===== config.mk =====
export PLATFORM = sky130hd
export DESIGN_NAME = ads1292_data_to_float
export DESIGN_NICKNAME = d
export VERILOG_FILES = /design/src/rtl/ads1292_pkg.sv /design/src/rtl/ads1292_data_to_float.sv
export SDC_FILE = /design/constraint.sdc
export NUM_CORES = 1
export LEC_CHECK = 0
export ABC_AREA = 0
export ABC_CLOCK_PERIOD_IN_PS = 2600
export CORE_MARGIN = 8
export CORE_UTILIZATION = 41
export DETAILED_ROUTE_END_ITERATION = 8
export GPL_ROUTABILITY_DRIVEN = 1
export GPL_TIMING_DRIVEN = 0
export HOLD_SLACK_MARGIN = 0.1
export PLACE_DENSITY_LB_ADDON = 0.15
export SLEW_MARGIN = 20
export SYNTH_ARGS = -nofsm -noshare
export SYNTH_HDL_FRONTEND = slang
export SYNTH_SLANG_ARGS = --single-unit

===== constraint.sdc =====
create_clock -name i_CLK -period 2.6 [get_ports i_CLK]
set_input_delay 0.65 -clock i_CLK [delete_from_list [all_inputs] [get_ports i_CLK]]
set_output_delay 0.65 -clock i_CLK [all_outputs]
set_load 0.02 [all_outputs]

===== src/rtl/ads1292_pkg.sv =====
// Shared constants and state encoding for the ADS1292 sample-to-float converter.
// Frame layout is {status[71:48], ch1[47:24], ch2[23:0]}; the header nibble is status[23:20].
package ads1292_pkg;

  typedef enum logic [1:0] {
    IDLE = 2'd0,
    ABS  = 2'd1,
    NORM = 2'd2,
    OUT  = 2'd3
  } state_t;

  localparam int unsigned FRAME_W  = 72;
  localparam int unsigned SAMPLE_W = 24;
  localparam int unsigned FLOAT_W  = 32;
  localparam int unsigned EXP_W    = 8;
  localparam int unsigned MANT_W   = 23;

  // A magnitude already normalized at bit 23 has value 1.m * 2^23.
  localparam int unsigned FP32_BIAS = 127;
  localparam int unsigned BASE_EXP  = FP32_BIAS + MANT_W;

  localparam int unsigned CH1_LSB = 24;
  localparam int unsigned CH2_LSB = 0;
  localparam int unsigned HDR_LSB = 68;
  localparam int unsigned HDR_W   = 4;

  localparam logic [HDR_W-1:0] HDR_OK = 4'b1100;

endpackage


===== src/rtl/ads1292_data_to_float.sv =====
// Converts one 24-bit two's complement ADS1292 channel sample into an exact IEEE-754 single,
// normalizing iteratively one bit per cycle, with valid/ack handshakes on both sides.
module ads1292_data_to_float
  import ads1292_pkg::*;
#(
  parameter int CH_SEL    = 1,
  parameter int CHECK_HDR = 1
) (
  input  logic               i_CLK,
  input  logic               i_RST,
  input  logic [FRAME_W-1:0] i_ADS1292_DATA_OUT,
  input  logic               i_ADS1292_DATA_VALID,
  output logic               o_ADS1292_DATA_ACK,
  output logic [FLOAT_W-1:0] o_ADS1292_FLOAT_DATA,
  output logic               o_ADS1292_FLOAT_DATA_VALID,
  input  logic               i_ADS1292_FLOAT_DATA_ACK,
  output logic               o_ADS1292_HDR_ERR
);

  localparam int unsigned CH_LSB = (CH_SEL == 0) ? CH1_LSB : CH2_LSB;

  state_t              state_q;
  state_t              state_d;
  logic [SAMPLE_W-1:0] sample_q;
  logic [HDR_W-1:0]    hdr_q;
  logic                sign_q;
  logic [SAMPLE_W-1:0] mag_q;
  logic [EXP_W-1:0]    exp_q;

  logic [SAMPLE_W-1:0] chan_sample;
  logic [SAMPLE_W-1:0] abs_sample;
  logic                hdr_bad;
  logic                norm_done;
  logic                unused_frame;

  assign chan_sample  = i_ADS1292_DATA_OUT[CH_LSB +: SAMPLE_W];
  // -8388608 negates to itself, which is exactly the 0x800000 magnitude wanted.
  assign abs_sample   = sample_q[SAMPLE_W-1] ? (~sample_q + 24'd1) : sample_q;
  assign hdr_bad      = (CHECK_HDR != 0) && (hdr_q != HDR_OK);
  assign norm_done    = (mag_q == '0) || mag_q[SAMPLE_W-1];
  assign unused_frame = ^i_ADS1292_DATA_OUT;

  always_ff @(posedge i_CLK) begin
    if (i_RST) state_q <= IDLE;
    else       state_q <= state_d;
  end

  always_comb begin
    state_d = state_q;
    case (state_q)
      IDLE:    if (i_ADS1292_DATA_VALID) state_d = ABS;
      ABS:     state_d = hdr_bad ? IDLE : NORM;
      NORM:    if (norm_done) state_d = OUT;
      OUT:     if (i_ADS1292_FLOAT_DATA_ACK) state_d = IDLE;
      default: state_d = IDLE;
    endcase
  end

  always_ff @(posedge i_CLK) begin
    if (i_RST) begin
      sample_q                   <= '0;
      hdr_q                      <= '0;
      sign_q                     <= 1'b0;
      mag_q                      <= '0;
      exp_q                      <= '0;
      o_ADS1292_DATA_ACK         <= 1'b0;
      o_ADS1292_HDR_ERR          <= 1'b0;
      o_ADS1292_FLOAT_DATA       <= '0;
      o_ADS1292_FLOAT_DATA_VALID <= 1'b0;
    end else begin
      o_ADS1292_DATA_ACK <= 1'b0;
      o_ADS1292_HDR_ERR  <= 1'b0;
      case (state_q)
        IDLE: begin
          if (i_ADS1292_DATA_VALID) begin
            sample_q           <= chan_sample;
            hdr_q              <= i_ADS1292_DATA_OUT[HDR_LSB +: HDR_W];
            o_ADS1292_DATA_ACK <= 1'b1;
          end
        end
        ABS: begin
          sign_q            <= sample_q[SAMPLE_W-1];
          mag_q             <= abs_sample;
          exp_q             <= EXP_W'(BASE_EXP);
          o_ADS1292_HDR_ERR <= hdr_bad;
        end
        NORM: begin
          if (norm_done) begin
            // Zero has no implicit leading one, so it is emitted as +0 rather than packed.
            o_ADS1292_FLOAT_DATA       <= (mag_q == '0) ? '0 : {sign_q, exp_q, mag_q[MANT_W-1:0]};
            o_ADS1292_FLOAT_DATA_VALID <= 1'b1;
          end else begin
            mag_q <= mag_q << 1;
            exp_q <= exp_q - 8'd1;
          end
        end
        OUT: begin
          if (i_ADS1292_FLOAT_DATA_ACK) o_ADS1292_FLOAT_DATA_VALID <= 1'b0;
        end
        default: ;
      endcase
    end
  end

endmodule

==> flow_metrics.tcl, run 1 <==
set metrics [dict create \
    status "completed" \
    detail_route.vias_per_cell 5.57 \
    synth-warning-count 0 \
    synth.largest_area_cell "dfxtp_1" \
    worst_setup_path_end_kind "register" \
    crit_buf_inv 1 \
    stdcell_area_um2 5790 \
    crit_chain "inv_1, ha_1, nor4b_4, nand4_1, mux2i_1, a2111oi_0, o41ai_1" \
    grt_max_degree 16 \
    synth_top_family_by_area "compound AO/OA/AOI/OAI gates" \
    numCtsBuffers 9 \
    synth_area_um2 4660 \
    grt_pass1_vias 4259 \
    critPathSlowestCell "a2111oi_0" \
    post_drt_wl_per_cell_um 16.9 \
    die_h_um 123 \
    synth_mux_area_share_pct 1.93 \
    io_buffer_count 66 \
    first_iter_violations 321 \
    finalHoldViolCount 0 \
    vias 4504 \
    fp.dieW_um 123 \
    critPathMaxFanout 7 \
    placementRows 39 \
    power.leakage_nw 2.03 \
    overflow 0 \
    track_usage_pct 18.3 \
    netlist_top_cells_area "dfxtp_1, nand2_1, a21oi_1, o21ai_1, nor2_1" \
    core-area_um2 11300 \
    clockBufferDepth 2 \
    maxSlewViolCount 0 \
    max-slew-margin-rel_pct 53.5 \
    synthArstFlopShare_pct 0 \
    rsz0062_at_grt "false" \
    final_util_pct 51.4 \
    ir_worst_vdd_v 0.000334 \
    seq_area_frac_synth_pct 42.1 \
    grt_antenna_before_repair 0 \
    post_cts_buffers 0 \
    synth_ff_type "dfxtp_1" \
    hpwl_um 10100 \
    fin_nets 739 \
    diodes 0 \
    gp_congestion 0.912 \
    cp_slowest_stage_delay_ns 0.61 \
    whs_ns 0.460 \
    grt_first_pass_wirelength_um 21600 \
    cts_root_buf "clkbuf_16" \
    hp-class "register to register" \
    layout.cells.non_filler 809 \
    drtPass1Iterations 5 \
    area_delta_synth_final_pct 24.2 \
    drc 0 \
    clock_skew_ns 0.0109 \
    start_util_pct 41.4 \
    dp_cells 793 \
    synth_seq_cells 98 \
    drive_above_1_share_pct 7.51 \
    cts_tree "yes" \
    p_per_area_nw_per_um2 615 \
    dpl-instance-area_um2 5500 \
    clkLatencyLatePin_ns 0.35 \
    post_synth_num_cell_types 70 \
    avgSynthCellArea_um2 7.98 \
    arrival_ns 2.72 \
    crit_type "register to register" \
    wl_um 13700 \
    clk_transition_reported_paths_ns 0.07 \
    syn_inst 584 \
    start_kind "register" \
    power_w 0.00356 \
    critPathTopFamily "compound AO/OA/AOI/OAI gates" \
    drtAntennaViolNets 0 \
    synth_xor_area_share_pct 2.82 \
    finalSetupViolations 0 \
    worst-endpoint-required_ns 2.82 \
    cap_violations 0 \
    synth.net_count 662 \
    cts_max_level 3 \
    cts.sinks 98 \
    fmax_ghz 0.401 \
    yosys.area_share.simple_pct 22.8 \
    synthAdderAreaFrac_pct 0.537 \
    ios 111 \
    finalCriticalPeriod_ns 2.49 \
    synth_top_area_share_pct 42.1 \
    synth-compound-area-share_pct 25.1 \
    tightestPinTransition_ns 0.680 \
    finalCritPeriodShare_pct 95.9 \
    synth_edf_count 0 \
    dieArea_um2 15000 \
]
[tightest hold or removal path: stages, from the launching register on]
cell and delay (ns):
dfxtp_1 0.31, nand2_1 0.05, a21oi_1 0.06
[through the flow]
step	TNS, ns	worst slack [ns]
floorplan	0	0.676
global placement	-7.84	-0.300
detailed placement	-7.85	-0.307
CTS	0	0.0532
global route	0	0.0829
finish	0	0.107
[metal layers]
metal / routed length [um] / vias to the layer above / track usage (%)
met5: 0 / - / 0
met4: 418 / 0 / 8.76
met3: 973 / 35 / 2.85
met2: 6060 / 180 / 28.5
met1: 6230 / 2058 / 24.4
li1: - / 2231 / -
[report_power, final]
group          internal (W)  switching, W
logic              0.000229      0.000388
clock network      0.000743      0.000575
registers           0.00156     0.0000714
total               0.00253       0.00103
[final timing paths]
kind / start / end / slack (ns) / cells past startpoint
worst max-delay path: sample_q[1]$_SDFFE_PP0P_ / mag_q[18]$_SDFFE_PP0P_ / 0.11 / 7
worst min-delay path: hdr_q[2]$_SDFFE_PP0P_ / hdr_q[2]$_SDFFE_PP0P_ / 0.46 / 2
worst min register to register: hdr_q[2]$_SDFFE_PP0P_ / hdr_q[2]$_SDFFE_PP0P_ / 0.46 / 2
worst max register to register: sample_q[1]$_SDFFE_PP0P_ / mag_q[18]$_SDFFE_PP0P_ / 0.11 / 7
[Yosys cell counts, drive strengths merged (3+ instances only)]
| library cell | count |
|---|---|
| nor4 | 10 |
| nor2b | 3 |
| xor2 | 8 |
| a21oi | 83 |
| inv | 10 |
| a2111oi | 3 |
| nand2b | 9 |
| a211o | 9 |
| o21a | 3 |
| clkbuf | 28 |
| and2 | 4 |
| nand2 | 116 |
| nor3 | 14 |
| nor2 | 33 |
| mux2i | 9 |
| o41ai | 5 |
| nand3 | 17 |
| o2111ai | 3 |
| a31oi | 4 |
| dfxtp | 98 |
| or3 | 4 |
| o31ai | 4 |
| xnor2 | 7 |
| o21ai | 43 |
| a41oi | 3 |
| buf | 15 |
| a211oi | 3 |
[logic make-up (layout without fill, tap and decap cells)]
family,Yosys count,count (layout)
DFF,98,98
xor gates and xnor gates,15,15
buffers and inverters,53,135
adders and majority gates,2,2
muxes,9,9
and+or+nand+nor,221,221
AOI/OAI and AO/OA,186,186
[flip-flops by register name, summed over array words and instances (netlist names), named ones only]
signal / flops
exp_q: 8
state_q: 1
hdr_q: 4
o_ADS1292_FLOAT_DATA_VALID: 1
o_ADS1292_HDR_ERR: 1
sample_q: 24
o_ADS1292_DATA_ACK: 1
o_ADS1292_FLOAT_DATA: 32
sign_q: 1
mag_q: 24
[area by class of cell]
class                      instances  area (um^2)
buffer                            43          188
multi-input combinational        433         2480
sequential                        98         1960
clock buffer                      11          233
clock inverter                     5         55.1
tap                              143          179
fill                            1115         5480
timing repair buffer              66          661
inverter                          10         37.5
[layout by cell type, fill, tap and decap left out, types with 3 or more instances in the layout]
| master | Yosys | routed |
|---|---|---|
| a211o_1 | 8 | 8 |
| a211oi_1 | 3 | 3 |
| a21oi_1 | 82 | 82 |
| a31oi_1 | 4 | 4 |
| a41oi_1 | 3 | 3 |
| and2_1 | 4 | 4 |
| buf_2 | 11 | 11 |
| clkbuf_1 | 27 | 28 |
| clkbuf_16 | 0 | 9 |
| clkdlybuf4s50_1 | 0 | 66 |
| dfxtp_1 | 98 | 98 |
| inv_1 | 10 | 10 |
| mux2i_1 | 9 | 9 |
| nand2_1 | 116 | 116 |
| nand2b_1 | 9 | 9 |
| nand3_1 | 17 | 17 |
| nor2_1 | 32 | 32 |
| nor2b_1 | 3 | 3 |
| nor3_1 | 12 | 12 |
| nor4_1 | 6 | 6 |
| nor4_2 | 3 | 3 |
| o2111ai_1 | 3 | 3 |
| o21a_1 | 3 | 3 |
| o21ai_0 | 7 | 7 |
| o21ai_1 | 36 | 36 |
| o31ai_1 | 4 | 4 |
| o41ai_2 | 3 | 3 |
| or3_1 | 3 | 3 |
| xnor2_1 | 7 | 7 |
| xor2_1 | 8 | 8 |
[repair_timing]
item                       in CTS  in global routing
hold buffers                    0                  0
setup endpoints to repair       0                 29
resized for setup               0                  3
(Power assumes the default switching activity.)
==> run 2: changes to the inputs <==
--- a/config.mk
+++ b/config.mk
@@ -6,14 +6,14 @@
 export NUM_CORES = 1
 export LEC_CHECK = 0
 export ABC_AREA = 0
-export ABC_CLOCK_PERIOD_IN_PS = 2600
+export ABC_CLOCK_PERIOD_IN_PS = 2570
 export CORE_MARGIN = 8
 export CORE_UTILIZATION = 41
 export DETAILED_ROUTE_END_ITERATION = 8
 export GPL_ROUTABILITY_DRIVEN = 1
 export GPL_TIMING_DRIVEN = 0
 export HOLD_SLACK_MARGIN = 0.1
-export PLACE_DENSITY_LB_ADDON = 0.15
+export PLACE_DENSITY = 0.68
 export SLEW_MARGIN = 20
 export SYNTH_ARGS = -nofsm -noshare
 export SYNTH_HDL_FRONTEND = slang
==> constraint.sdc (replaced) <==
create_clock -name i_CLK -period 2.57 [get_ports i_CLK]
set_input_delay 0.6425 -clock i_CLK [delete_from_list [all_inputs] [get_ports i_CLK]]
set_output_delay 0.6425 -clock i_CLK [all_outputs]
set_load 0.02 [all_outputs]
==> run 2 against run 1 <==
Wire length decreased by 0.56%. Sequential cell count unchanged. Non-clock buffer count did not move. Sequential share of layout area is essentially flat. Critical path depth unchanged. Sequential power about the same.
==> flow_metrics.tcl, run 2 (synthesis gave the netlist of run 1 again) <==
set metrics [dict create \
    power.leakage_nw 2.04 \
    fp.dieW_um 123 \
    gp_congestion 0.917 \
    cts.sinks 98 \
    finalHoldViolCount 0 \
    hpwl_um 10200 \
    hold_buffers 0 \
    largest-register "o_ADS1292_FLOAT_DATA" \
    ios 111 \
    die_h_um 123 \
    drc 0 \
    arrival_ns 2.63 \
    core-area_um2 11300 \
    ir_worst_vdd_v 0.000408 \
    finalCritPeriodShare_pct 93.8 \
    tightestPinTransition_ns 0.660 \
    track_usage_pct 18.2 \
    multi_input_area_um2 2480 \
    vias 4454 \
    grt_max_degree 16 \
    min_to "hdr_q[1]$_SDFFE_PP0P_" \
    post_drt_wl_per_cell_um 16.8 \
    drtPass1Iterations 5 \
    start_util_pct 41.4 \
    placementRows 39 \
    cts_max_level 3 \
    area_delta_synth_final_pct 24.2 \
    fmax_ghz 0.415 \
    final_cell_mix "nand2_1, dfxtp_1, a21oi_1" \
    reg2reg_to "mag_q[18]$_SDFFE_PP0P_" \
    final.fill_count 1109 \
    crit_type "register to register" \
    grt_antenna_before_repair 0 \
    post_cts_buffers 0 \
    layout_top_registers "o_ADS1292_FLOAT_DATA (32), mag_q (24), sample_q (24)" \
    hold_path_depth 2 \
    finalCriticalPeriod_ns 2.41 \
    io_buffer_count 66 \
    clkLatencyLatePin_ns 0.35 \
    drive_above_1_share_pct 7.97 \
    timing.rr.start "sample_q[1]$_SDFFE_PP0P_" \
    hp-class "register to register" \
    clock_skew_ns 0.00871 \
    cts_tree "yes" \
    start_kind "register" \
    seq_area_um2 1960 \
    status "completed" \
    rsz0062_at_grt "false" \
    overflow 0 \
    p_per_area_nw_per_um2 613 \
    finalSetupViolations 0 \
    grt_first_pass_wirelength_um 21500 \
    detail_route.vias_per_cell 5.51 \
    first_iter_violations 315 \
    wl_um 13600 \
    largest_register_ffs 32 \
    cts_root_buf "clkbuf_16" \
    clk_transition_reported_paths_ns 0.07 \
    grt_pass1_vias 4325 \
    diodes 0 \
    rrSetupSlack_ns 0.16 \
    whs_ns 0.456 \
    r2r.worst_path.cells 7 \
    maxSlewViolCount 0 \
    numCtsBuffers 9 \
    power_w 0.00355 \
    critPathMaxFanout 7 \
    fin_nets 739 \
    max-slew-margin-rel_pct 56.0 \
    final_common_cell "nand2_1" \
    dieArea_um2 15000 \
    drtAntennaViolNets 0 \
    hold_path.startpoint "hdr_q[1]$_SDFFE_PP0P_" \
    cap_violations 0 \
    worst-endpoint-required_ns 2.79 \
    clockBufferDepth 2 \
    worst_setup_path_end_kind "register" \
]
## run 2: worst max-delay path, cell delays in order, from the launching register on
cell	delay, ns
dfxtp_1	0.37
inv_1	0.08
ha_1	0.26
nor4b_4	0.41
nand4_1	0.27
mux2i_1	0.18
a2111oi_0	0.56
o41ai_1	0.14
## run 2: metrics by stage
stage          setup WS, ns  utilization, %  setup TNS [ns]  cell area [um^2]  instances
2_1_floorplan         0.646               -               0              4660        584
5_1_grt              0.0785            51.4               0              5790        808
3_3_place_gp         -0.309            48.8           -7.05              5500        793
3_5_place_dp         -0.344            48.8           -7.83              5500        793
6_report              0.159            51.4               0              5790        808
4_1_cts              0.0291            51.3               0              5780        808
## run 2: cell type report
type	instances	area share, %
repair buffers	66	11.4
clock inverters	4	0.475
plain buffers	43	3.26
inverters	10	0.648
well taps	143	3.09
clock buffers	11	4.36
multi-input cells	433	42.9
flip-flops and latches	98	33.9
## run 2: where the power goes
part           total (W)  leakage, nW  internal, W  switching [W]
sequential       0.00165        0.797      0.00158      0.0000738
combinational   0.000623         1.10     0.000232       0.000390
clock            0.00128        0.141     0.000704       0.000575
## run 2: repair_timing
item,CTS,global route
setup endpoints to repair,1,12
resized for setup,1,5
cloned,0,0
## run 2: worst max path at each step
stage                                        start                     end  slack, ns  cells after the start
final                     sample_q[1]$_SDFFE_PP0P_  mag_q[18]$_SDFFE_PP0P_       0.16                      7
after global routing      sample_q[0]$_SDFFE_PP0P_  mag_q[18]$_SDFFE_PP0P_       0.08                      7
after CTS                                    i_RST   hdr_q[0]$_SDFFE_PP0P_       0.03                      5
after detailed placement                     i_RST   hdr_q[0]$_SDFFE_PP0P_      -0.34                      5
after global placement                       i_RST  mag_q[16]$_SDFFE_PP0P_      -0.31                      5
after floorplan           sample_q[1]$_SDFFE_PP0P_  mag_q[22]$_SDFFE_PP0P_       0.65                      7
## run 2: routing by layer
metal | global-route usage [%] | wire, um
met1 | 23.0 | 6240
met2 | 28.7 | 6060
met3 | 3.68 | 898
met4 | 9.90 | 409
met5 | 0 | 0
==> run 3: changes to the inputs <==
--- a/config.mk
+++ b/config.mk
@@ -5,10 +5,11 @@
 export SDC_FILE = /design/constraint.sdc
 export NUM_CORES = 1
 export LEC_CHECK = 0
-export ABC_AREA = 0
+export ABC_AREA = 1
 export ABC_CLOCK_PERIOD_IN_PS = 2570
 export CORE_MARGIN = 8
 export CORE_UTILIZATION = 41
+export CTS_CLUSTER_SIZE = 24
 export DETAILED_ROUTE_END_ITERATION = 8
 export GPL_ROUTABILITY_DRIVEN = 1
 export GPL_TIMING_DRIVEN = 0
==> run 3 against run 2 <==
Critical endpoint is now mag_q[13]$_SDFFE_PP0P_. Sequential share of layout area up 0.72 points. Critical path depth shrank 1. Combinational power increased by 9.8%. Cell count grew 11%. Die area down 1.4%. Largest cell class unchanged. Register-to-register slack better by 0.65 ns. Wire length decreased by 3.4%.
==> flow_metrics.tcl, run 3 <==
set metrics [dict create \
    fin_ws_ns 0.404 \
    drc 0 \
    fin_tns_setup_ns 0 \
    numCtsBuffers 9 \
    detail_route.vias_per_cell 5.09 \
    start_util_pct 42.1 \
    synth_top_area_share_pct 42.8 \
    wl_um 13100 \
    status "completed" \
    finalHoldViolCount 0 \
    fp.dieW_um 122 \
    arrival_ns 2.48 \
    io_buffer_count 66 \
    avgSynthCellArea_um2 6.80 \
    syn_inst 675 \
    drive_above_1_share_pct 6.21 \
    synth_common_cells "nand2_1, nor2_1, dfxtp_1" \
    seqPwrFrac_pct 47.6 \
    clockBufferDepth 2 \
    p_switching_w 0.00107 \
    grt_pass1_vias 4230 \
    pwr-share-clk_pct 33.4 \
    whs_ns 0.464 \
    cts_tree "yes" \
    place_ws_ns 0.0240 \
    synth.largest_area_cell "dfxtp_1" \
    drtPass1Iterations 4 \
    final_common_cell "nand2_1" \
    vias 4567 \
    final.fill_count 1128 \
    finalCriticalPeriod_ns 2.17 \
    ios 111 \
    grt_antenna_before_repair 0 \
    synth_seq_cells 98 \
    cap_violations 0 \
    seq_area_frac_synth_pct 42.8 \
    internal_power_w 0.00254 \
    ir_worst_vdd_v 0.000270 \
    post_drt_wl_per_cell_um 14.7 \
    die_h_um 122 \
    clk_transition_reported_paths_ns 0.10 \
    fmax_ghz 0.462 \
    core-area_um2 10900 \
    track_usage_pct 17.9 \
    largest_register_ffs 32 \
    p_comb_share_pct 19.0 \
    hpwl_um 10200 \
    final_cell_mix "nand2_1, nor2_1, dfxtp_1" \
    finalCritPeriodShare_pct 84.3 \
    p_per_area_nw_per_um2 635 \
    worst-endpoint-required_ns 2.89 \
    cts.sinks 98 \
    placementRows 38 \
    drtAntennaViolNets 0 \
    synth_edf_count 0 \
    synth.net_count 753 \
    overflow 0 \
    clock_skew_ns 0.0158 \
    cts_root_buf "clkbuf_8" \
    power.leakage_nw 2.30 \
    max-slew-margin-rel_pct 57.1 \
    grt_max_degree 16 \
    gp_congestion 0.857 \
    layout_top_registers "o_ADS1292_FLOAT_DATA (32), mag_q (24), sample_q (24)" \
    sw_frac_of_total_pct 29.6 \
    grt_first_pass_wirelength_um 21200 \
    synth_ff_type "dfxtp_1" \
    worst_setup_path_end_kind "register" \
    maxSlewViolCount 0 \
    fin_nets 830 \
    post_synth_num_cell_types 32 \
    rsz0062_at_grt "false" \
    synth_area_um2 4590 \
    clkLatencyLatePin_ns 0.37 \
    synth-warning-count 0 \
    dieArea_um2 14800 \
    diodes 0 \
    start_kind "primary input" \
    cts_max_level 3 \
    area_delta_synth_final_pct 23.6 \
    synthArstFlopShare_pct 0 \
    synth.most_common_cell "nand2_1" \
    finalSetupViolations 0 \
    largest-register "o_ADS1292_FLOAT_DATA" \
    ctsResizeCount 0 \
    post_cts_buffers 0 \
    hold_buffers 0 \
    tightestPinTransition_ns 0.643 \
    critPathMaxFanout 10 \
    netlist_top_cells_area "dfxtp_1, nand2_1, nor2_1, a21oi_1, o21ai_0" \
    first_iter_violations 301 \
    crit_type "primary input to register" \
    hp-class "register to register" \
]
[run 3: cell types whose count changed in the layout (fill, tap and decap cells not counted), moves of 32 or more]
cell / delta
nor2_1: +78
o21ai_0: +62
nand2_1: +37
o21ai_1: -34
inv_1: +33
nand3_1: +32
[run 3: final cells by class]
type | count | area (um^2) | share of cell area [%]
plain buffers | 35 | 194 | 3.42
clock inverters | 3 | 68.8 | 1.21
flip-flops and latches | 98 | 1960 | 34.6
clock buffers | 13 | 179 | 3.16
well taps | 140 | 175 | 3.09
inverters | 49 | 186 | 3.29
repair buffers | 66 | 661 | 11.7
multi-input cells | 493 | 2240 | 39.6
[run 3: power by group through the flow]
| stage | logic (W) | clock network, W | registers [W] |
|---|---|---|---|
| 2_1_floorplan | 0.000484 | 0 | 0.00172 |
| 3_3_place_gp | 0.000665 | 0 | 0.00175 |
| 3_5_place_dp | 0.000677 | 0 | 0.00175 |
| 4_1_cts | 0.000680 | 0.00122 | 0.00171 |
| 5_1_grt | 0.000777 | 0.00128 | 0.00173 |
| 6_report | 0.000684 | 0.00120 | 0.00172 |
[run 3: through the flow]
step,total power [W],util [%],std cells,cell area [um^2]
6_report,0.00360,52.1,897,5670
5_1_grt,0.00378,52.1,897,5670
4_1_cts,0.00361,52.1,897,5670
3_5_place_dp,0.00242,49.8,881,5420
3_3_place_gp,0.00241,49.8,881,5420
2_1_floorplan,0.00220,-,675,4590
[run 3: kinds of logic after synthesis]
group                      after synthesis  synth area share, %
buffers and inverters                   84                 8.29
xor gates and xnor gates                 1                0.191
DFF                                     98                 42.8
AOI/OAI and AO/OA                      157                 17.9
and+or+nand+nor                        333                 30.3
adders and majority gates                2                0.545
[run 3: final timing paths]
check / from / to / slack, ns / depth (start not counted)
setup / recovery: i_RST / mag_q[13]$_SDFFE_PP0P_ / 0.40 / 6
hold / removal: o_ADS1292_FLOAT_DATA[15]$_SDFFE_PP0P_ / o_ADS1292_FLOAT_DATA[15]$_SDFFE_PP0P_ / 0.46 / 2
setup reg to reg: sample_q[0]$_SDFFE_PP0P_ / mag_q[18]$_SDFFE_PP0P_ / 0.81 / 10
hold reg to reg: o_ADS1292_FLOAT_DATA[15]$_SDFFE_PP0P_ / o_ADS1292_FLOAT_DATA[15]$_SDFFE_PP0P_ / 0.46 / 2
[run 3: critical path: stages]
cell and delay (ns):
clkdlybuf4s50_1 0.50, inv_1 0.15, clkbuf_1 0.43, clkbuf_1 0.45
o21ai_0 0.18, nor2_1 0.12
[run 3: routing by layer]
| layer | up-vias | track usage [%] | share of wire, % |
|---|---|---|---|
| li1 | 2359 | - | - |
| met3 | 19 | 4.49 | 5.8 |
| met5 | - | 0 | 0 |
| met4 | 0 | 5.71 | 1.9 |
| met2 | 110 | 29.2 | 46 |
| met1 | 2079 | 22.7 | 47 |
